===== config.mk =====
export PLATFORM = sky130hd
export DESIGN_NAME = uart_top
export DESIGN_NICKNAME = d
export VERILOG_FILES = /design/src/rtl/uart_top.sv
export SDC_FILE = /design/constraint.sdc
export NUM_CORES = 1
export LEC_CHECK = 0
export ABC_AREA = 1
export BUFFER_PORTS_ARGS = -buffer_cell sky130_fd_sc_hd__buf_2
export CORE_ASPECT_RATIO = 2
export CORE_MARGIN = 3
export CORE_UTILIZATION = 50
export CTS_CLUSTER_SIZE = 25
export DETAILED_ROUTE_END_ITERATION = 10
export PLACE_DENSITY_LB_ADDON = 0.1
export SYNTH_ARGS = -nofsm -noshare
export SYNTH_HDL_FRONTEND = slang
export SYNTH_SLANG_ARGS = --single-unit

===== constraint.sdc =====
create_clock -name clk -period 2 [get_ports clk]
set_input_delay 0.2 -clock clk [delete_from_list [all_inputs] [get_ports clk]]
set_output_delay 0.2 -clock clk [all_outputs]
set_load 0.01 [all_outputs]

===== src/rtl/uart_top.sv =====
// 8N1 UART transmitter and receiver joined in internal loopback.
// The transmit line is registered; the receiver samples it through a 2-flop synchronizer.
module uart_top #(
  parameter int unsigned CLKS_PER_BIT = 16
) (
  input  logic       clk,
  input  logic       rst,
  input  logic       tx_start,
  input  logic [7:0] tx_data,
  output logic [7:0] rx_data,
  output logic       rx_done,
  output logic       tx_done
);

  localparam logic [15:0] LastCnt = 16'(CLKS_PER_BIT - 1);
  localparam logic [15:0] HalfCnt = 16'(CLKS_PER_BIT / 2 - 1);

  typedef enum logic [1:0] {TxIdle, TxStart, TxData, TxStop} tx_state_e;
  typedef enum logic [1:0] {RxIdle, RxStart, RxData, RxStop} rx_state_e;

  // Transmitter
  tx_state_e   tx_state_q, tx_state_d;
  logic [15:0] tx_cnt_q, tx_cnt_d;
  logic [2:0]  tx_bit_q, tx_bit_d;
  logic [7:0]  tx_shift_q, tx_shift_d;
  logic        tx_line_q, tx_line_d;
  logic        tx_done_q, tx_done_d;

  always_comb begin
    tx_state_d = tx_state_q;
    tx_cnt_d   = tx_cnt_q;
    tx_bit_d   = tx_bit_q;
    tx_shift_d = tx_shift_q;
    tx_line_d  = tx_line_q;
    tx_done_d  = 1'b0;
    unique case (tx_state_q)
      TxIdle: begin
        if (tx_start) begin
          tx_state_d = TxStart;
          tx_shift_d = tx_data;
          tx_cnt_d   = '0;
          tx_bit_d   = '0;
          tx_line_d  = 1'b0;
        end
      end
      TxStart: begin
        if (tx_cnt_q == LastCnt) begin
          tx_state_d = TxData;
          tx_cnt_d   = '0;
          tx_line_d  = tx_shift_q[0];
        end else begin
          tx_cnt_d = tx_cnt_q + 16'd1;
        end
      end
      TxData: begin
        if (tx_cnt_q == LastCnt) begin
          tx_cnt_d = '0;
          if (tx_bit_q == 3'd7) begin
            tx_state_d = TxStop;
            tx_line_d  = 1'b1;
          end else begin
            tx_bit_d   = tx_bit_q + 3'd1;
            tx_shift_d = {1'b0, tx_shift_q[7:1]};
            tx_line_d  = tx_shift_q[1];
          end
        end else begin
          tx_cnt_d = tx_cnt_q + 16'd1;
        end
      end
      TxStop: begin
        if (tx_cnt_q == LastCnt) begin
          tx_state_d = TxIdle;
          tx_cnt_d   = '0;
          tx_done_d  = 1'b1;
        end else begin
          tx_cnt_d = tx_cnt_q + 16'd1;
        end
      end
      default: tx_state_d = TxIdle;
    endcase
  end

  always_ff @(posedge clk) begin
    if (rst) begin
      tx_state_q <= TxIdle;
      tx_cnt_q   <= '0;
      tx_bit_q   <= '0;
      tx_shift_q <= '0;
      tx_line_q  <= 1'b1;
      tx_done_q  <= 1'b0;
    end else begin
      tx_state_q <= tx_state_d;
      tx_cnt_q   <= tx_cnt_d;
      tx_bit_q   <= tx_bit_d;
      tx_shift_q <= tx_shift_d;
      tx_line_q  <= tx_line_d;
      tx_done_q  <= tx_done_d;
    end
  end

  // Receiver
  logic        sync1_q, sync2_q, rx_prev_q;
  rx_state_e   rx_state_q, rx_state_d;
  logic [15:0] rx_cnt_q, rx_cnt_d;
  logic [2:0]  rx_bit_q, rx_bit_d;
  logic [7:0]  rx_shift_q, rx_shift_d;
  logic [7:0]  rx_data_q, rx_data_d;
  logic        rx_done_q, rx_done_d;

  always_comb begin
    rx_state_d = rx_state_q;
    rx_cnt_d   = rx_cnt_q;
    rx_bit_d   = rx_bit_q;
    rx_shift_d = rx_shift_q;
    rx_data_d  = rx_data_q;
    rx_done_d  = 1'b0;
    unique case (rx_state_q)
      RxIdle: begin
        if (rx_prev_q && !sync2_q) begin
          rx_state_d = RxStart;
          rx_cnt_d   = '0;
        end
      end
      RxStart: begin
        // Mid-start re-check: a line already back high was a glitch.
        if (rx_cnt_q == HalfCnt) begin
          rx_cnt_d   = '0;
          rx_bit_d   = '0;
          rx_state_d = sync2_q ? RxIdle : RxData;
        end else begin
          rx_cnt_d = rx_cnt_q + 16'd1;
        end
      end
      RxData: begin
        if (rx_cnt_q == LastCnt) begin
          rx_cnt_d   = '0;
          rx_shift_d = {sync2_q, rx_shift_q[7:1]};
          if (rx_bit_q == 3'd7) begin
            rx_state_d = RxStop;
          end else begin
            rx_bit_d = rx_bit_q + 3'd1;
          end
        end else begin
          rx_cnt_d = rx_cnt_q + 16'd1;
        end
      end
      RxStop: begin
        if (rx_cnt_q == LastCnt) begin
          rx_cnt_d   = '0;
          rx_state_d = RxIdle;
          if (sync2_q) begin
            rx_data_d = rx_shift_q;
            rx_done_d = 1'b1;
          end
        end else begin
          rx_cnt_d = rx_cnt_q + 16'd1;
        end
      end
      default: rx_state_d = RxIdle;
    endcase
  end

  always_ff @(posedge clk) begin
    if (rst) begin
      sync1_q    <= 1'b1;
      sync2_q    <= 1'b1;
      rx_prev_q  <= 1'b1;
      rx_state_q <= RxIdle;
      rx_cnt_q   <= '0;
      rx_bit_q   <= '0;
      rx_shift_q <= '0;
      rx_data_q  <= '0;
      rx_done_q  <= 1'b0;
    end else begin
      sync1_q    <= tx_line_q;
      sync2_q    <= sync1_q;
      rx_prev_q  <= sync2_q;
      rx_state_q <= rx_state_d;
      rx_cnt_q   <= rx_cnt_d;
      rx_bit_q   <= rx_bit_d;
      rx_shift_q <= rx_shift_d;
      rx_data_q  <= rx_data_d;
      rx_done_q  <= rx_done_d;
    end
  end

  assign rx_data = rx_data_q;
  assign rx_done = rx_done_q;
  assign tx_done = tx_done_q;

endmodule


Word-level counts from Yosys, hierarchy flattened
Cells that the tools add are included.
{"block": "word_totals", "register_bits": 72, "inputBits": 11, "output_inout_bits": 10, "word_cells": 102}
{"block": "classes", "addsub": 4, "n_eq_ne": 23, "muxes": 39, "bitwise": 3, "reduce_logical": 18}
{"cell": "$mux 16", "n": 5}
{"cell": "$pmux 16 s3", "n": 1}
{"cell": "$add 16x1->16 const B", "n": 2}
{"cell": "$eq 16x4->1 const B", "n": 2}
{"cell": "$pmux 16 s2", "n": 1}
{"cell": "$mux 8", "n": 3}
{"cell": "$ne 2x2->1 const B", "n": 12}
{"cell": "$mux 2", "n": 11}
{"cell": "$mux 3", "n": 6}
{"cell": "$eq 16x3->1 const B", "n": 1}
{"cell": "$pmux 2 s4", "n": 2}
{"cell": "$pmux 8 s2", "n": 1}
{"cell": "$pmux 3 s2", "n": 2}
{"cell": "$reduce_and 4->1", "n": 3}
{"cell": "$reduce_and 5->1", "n": 2}
{"cell": "$eq 2x2->1 const B", "n": 4}
{"cell": "$add 3x1->3 const B", "n": 2}
{"cell": "$eq 3x3->1 const B", "n": 2}
{"cell": "$mux 1", "n": 6}
{"cell": "$reduce_or 3->1", "n": 2}
{"cell": "$eq 2x1->1 const B", "n": 2}
{"cell": "$logic_not 2->1", "n": 2}
{"cell": "$reduce_bool 2->1", "n": 2}
{"cell": "$reduce_or 2->1", "n": 2}
{"cell": "other kinds (7)", "n": 9}

Longest topological paths before layout
{"block": "depth", "word_depth": 4, "depth_mapped": 10, "depth_no_buf": 10}

Worst setup path before layout
OpenSTA, ideal clock, no wires.
{"block": "synth_path", "path_type": "register to register", "start": "register tx_state_q[0]", "end": "register tx_cnt_q[13]", "setup_time_ns": 0.115, "t_arrival_ns": 1.454, "required_time_ns": 1.885, "path_slack_ns": 0.431, "stages_incl_launch_ff": 11, "n_path_buf": 0, "period_less_slack_ns": 1.569, "path_cell_list": "dfxtp_1 -> inv_1 -> ha_1 -> nand2_1 -> nand2_1 -> nor2_1 -> nand2_1 -> nor2_1 -> nand3_1 -> nand3_1 -> nor2_1"}
{"block": "synth_via", "elab_chain_cells": 3, "elab_cells_between_ends": 7, "classes_between": "eq/ne (4); mux (1); reduce/logical (2)"}
{"element": "from (decl)", "line_no": "22", "text": "tx_state_e tx_state_q, tx_state_d;"}
{"element": "from (signal assigned)", "line_no": "85", "text": "tx_state_q <= TxIdle;"}
{"element": "from (signal assigned)", "line_no": "92", "text": "tx_state_q <= tx_state_d;"}
{"element": "$eq 2x2->1 / $eq 2x1->1 (equally long branches)", "line_no": "36", "text": "unique case (tx_state_q)"}
{"element": "$reduce_or 3->1 (no line)"}
{"element": "$pmux 16 s2", "line_no": "36"}
{"element": "to (signal assigned)", "line_no": "93", "text": "tx_cnt_q <= tx_cnt_d;"}
{"element": "to (decl)", "line_no": "23", "text": "logic [15:0] tx_cnt_q, tx_cnt_d;"}
Several ways; a longest one is shown, not always the timed one.
A chain may end at the register's enable or synchronous reset.

Final worst setup path
{"block": "layout_path", "start": "register tx_state_q[0]", "end": "register tx_bit_q[0]"}
{"block": "layout_via", "elab_chain_cells": 3, "elab_cells_between_ends": 8, "classes_between": "eq/ne (4); mux (1); reduce/logical (3)"}
{"element": "$eq 2x2->1 / $logic_not 2->1 (equally long branches)", "line_no": "36"}
{"element": "$ne 2x2->1 (no line) / $reduce_bool 2->1 (equally long branches)"}
{"element": "$reduce_and 4->1 (no line)"}
{"element": "to (signal assigned)", "line_no": "94", "text": "tx_bit_q <= tx_bit_d;"}
{"element": "to (decl)", "line_no": "24", "text": "logic [2:0] tx_bit_q, tx_bit_d;"}
Several ways; a longest one is shown, not always the timed one.

==> impl_metrics.py <==
metrics = {
    "yosys": {
        "async_reset_ff_share_pct": 0,
        "syn-num-nets": 569,
        "synth-edff-count": 0,
        "synthFlopType": "dfxtp_1",
        "ys_warn_count": 0,
        "synthCells": 547,
        "ys_ff_latch": 72,
        "synth.avg_cell_area_um2": 6.82,
        "syn_area_mm2": 0.00373,
        "synthDistinctLibCells": 37,
        "ys_seq_area_share_pct": 38.6,
    },
    "grt": {
        "track_usage_pct": 21.3,
        "grt_pass1_wl_mm": 14.1,
        "antenna_found_initial": 0,
        "grt_pass1_vias": 3317,
        "grt_start_max_net_pins": 30,
        "grt.overflow.total": 0,
    },
    "die": {
        "initial_core_util_pct": 51.4,
        "design.die.area_mm2": 0.00860,
        "fp.dieH_um": 128,
        "fp.dieW_um": 67.1,
        "core_mm2": 0.00727,
        "num_rows": 44,
        "io_pins": 21,
    },
    "clock_network": {
        "post_cts_resized": 0,
        "cts.clk_slew.worst_paths_ps": 60,
        "clock_sinks": 72,
        "holdBufCountCts": 0,
        "cts-htree-levels": 3,
        "cts_buffers": 9,
        "cts_tree": "built",
        "clock_latency_ps": 340,
        "cts_setup_buffers": 0,
        "root_buffer": "clkbuf_16",
        "clk_path_buf_depth": 2,
    },
    "final_layout": {
        "drive_gt1_share_pct": 12.2,
        "layout_commonest_cell": "nand2_1",
        "antennaDiodeCount": 0,
        "final_util_pct": 57.9,
        "final_cell_mix": "153 x nand2_1, 91 x nor2_1, 72 x dfxtp_1, 49 x inv_1, 38 x a21oi_1",
        "final_nets": 592,
        "syn2layout_area_growth_pct": 12.6,
    },
    "critical_path": {
        "r2r_cells": 7,
        "worst_setup_path_start_kind": "register",
        "crit_path_end_kind": "register",
        "worstPathMaxFanout": 13,
        "critical_path_arrival_ps": 2010,
        "critical_path_class": "reg -> reg",
        "required_ps": 2230,
        "rrSetupSlack_ps": 220,
    },
    "sta": {
        "slew-limit-headroom_pct": 68.6,
        "clock.fmax_mhz": 562,
        "min_period_ps": 1780,
        "worst_pin_slew_ps": 471,
        "skew_ps": 4.65,
        "finalSetupViolCount": 0,
        "timing.final.crit_share_pct": 89.0,
        "maxSlewViolCount": 0,
        "tns_ps": 0,
        "hold_viol": 0,
        "rsz0062_at_grt": "no",
    },
    "power": {
        "leakage_uw": 0.00185,
        "finalPower_uw": 4530,
        "ir_worst_vdd_mv": 0.854,
        "p_per_area_mw_per_mm2": 1080,
    },
    "routing": {
        "first_pass_iters": 4,
        "final_antenna_net_count": 0,
        "drt_iter0_drc": 174,
        "routed_wl_mm": 8.24,
        "drc_errors": 0,
        "via_per_inst": 5.14,
        "wl_per_cell_um": 12.4,
        "num_vias": 3426,
    },
    "worst_hold_path": {
        "hp-class": "in -> reg",
        "hold_depth": 5,
    },
    "placement": {
        "port_buffers": 20,
        "dp_hpwl_mm": 6.02,
        "gp_congestion": 0.858,
    },
    "flow_run": {
        "cap_violations": 0,
    },
    "status": {
        "outcome": "complete, no violations",
    },
}
## cell families after synthesis
group                    count (synthesis)  share of synthesized area, %
AO/OA/AOI/OAI                           67                          10.5
XOR/XNOR                                10                          2.35
adder cells (fa/ha/maj)                 11                          3.69
buffers and inverters                   69                          8.45
flip-flops                              72                          38.6
AND/OR/NAND/NOR                        318                          36.4
## worst paths after layout
| check | from | to |
|---|---|---|
| worst min-delay path | tx_data[7] | tx_shift_q[7] |
| worst max register to register | tx_state_q[0] | tx_bit_q[0] |
| worst min register to register | sync1_q | sync2_q |
| worst max-delay path | tx_state_q[0] | tx_bit_q[0] |
## sequential cells by signal, indices dropped and copies added, names as in the netlist, named ones only
register and cells:
rx_data 8, sync1_q 1, rx_done 1, rx_bit_q 3
tx_line_q 1, tx_cnt_q 16, tx_bit_q 3, rx_state_q 1
rx_cnt_q 16, tx_state_q 2, rx_shift_q 8, sync2_q 1
tx_done 1, rx_prev_q 1, tx_shift_q 8
## stage by stage
step	setup slack, ps	hold WS (ps)	std cells	cell area, um^2
after global placement	284	395	651	3890
after detailed placement	233	400	651	3890
final	221	198	667	4200
after CTS	224	191	667	4200
after global routing	2.27	234	667	4200
after floorplan	431	383	547	3730
## worst max-delay path: stages (launching register included)
cell and delay (ps):
dfxtp_1 340, inv_1 110, ha_1 370, nor2_1 170, a21oi_4 160, nand3_2 270
a21oi_2 190, nor2_1 50
## where the power goes
| group | total [uW] | internal [uW] | switching, uW |
|---|---|---|---|
| clock network | 1640 | 1000 | 634 |
| logic | 1180 | 399 | 783 |
| registers | 1710 | 1600 | 111 |
## synth_stat cells (3+ instances only)
cell type / instances / area share (%)
buf_6: 4 / 1.2
nor3_1: 9 / 1.2
xor2_1: 8 / 1.9
nor2_1: 92 / 9.3
nand2_1: 153 / 15
ha_1: 11 / 3.7
nand3_2: 3 / 0.80
or2_2: 3 / 0.50
o21ai_0: 18 / 2.4
nor2_2: 5 / 0.84
nand3_1: 34 / 4.6
buf_4: 4 / 0.80
o21bai_1: 3 / 0.60
inv_1: 49 / 4.9
buf_2: 5 / 0.67
nand4_1: 9 / 1.5
dfxtp_1: 72 / 39
a21oi_1: 38 / 5.1
## layout make-up
cell class                 count  area, um^2
timing repair buffer          29         168
sequential                    72        1440
multi-input combinational    406        1980
tap                           92         115
clock buffer                  10         239
inverter                      52         195
clock inverter                 6        67.6
fill                         765        3060
## layer usage
layer / GRT usage, % / share of wire, % / up-vias
li1: - / - / 1783
met1: 20.8 / 39 / 1573
met2: 39.2 / 55 / 47
met3: 5.35 / 2.8 / 23
met4: 11.1 / 2.9 / 0
met5: 0 / 0 / -
(Power assumes the default switching activity.)
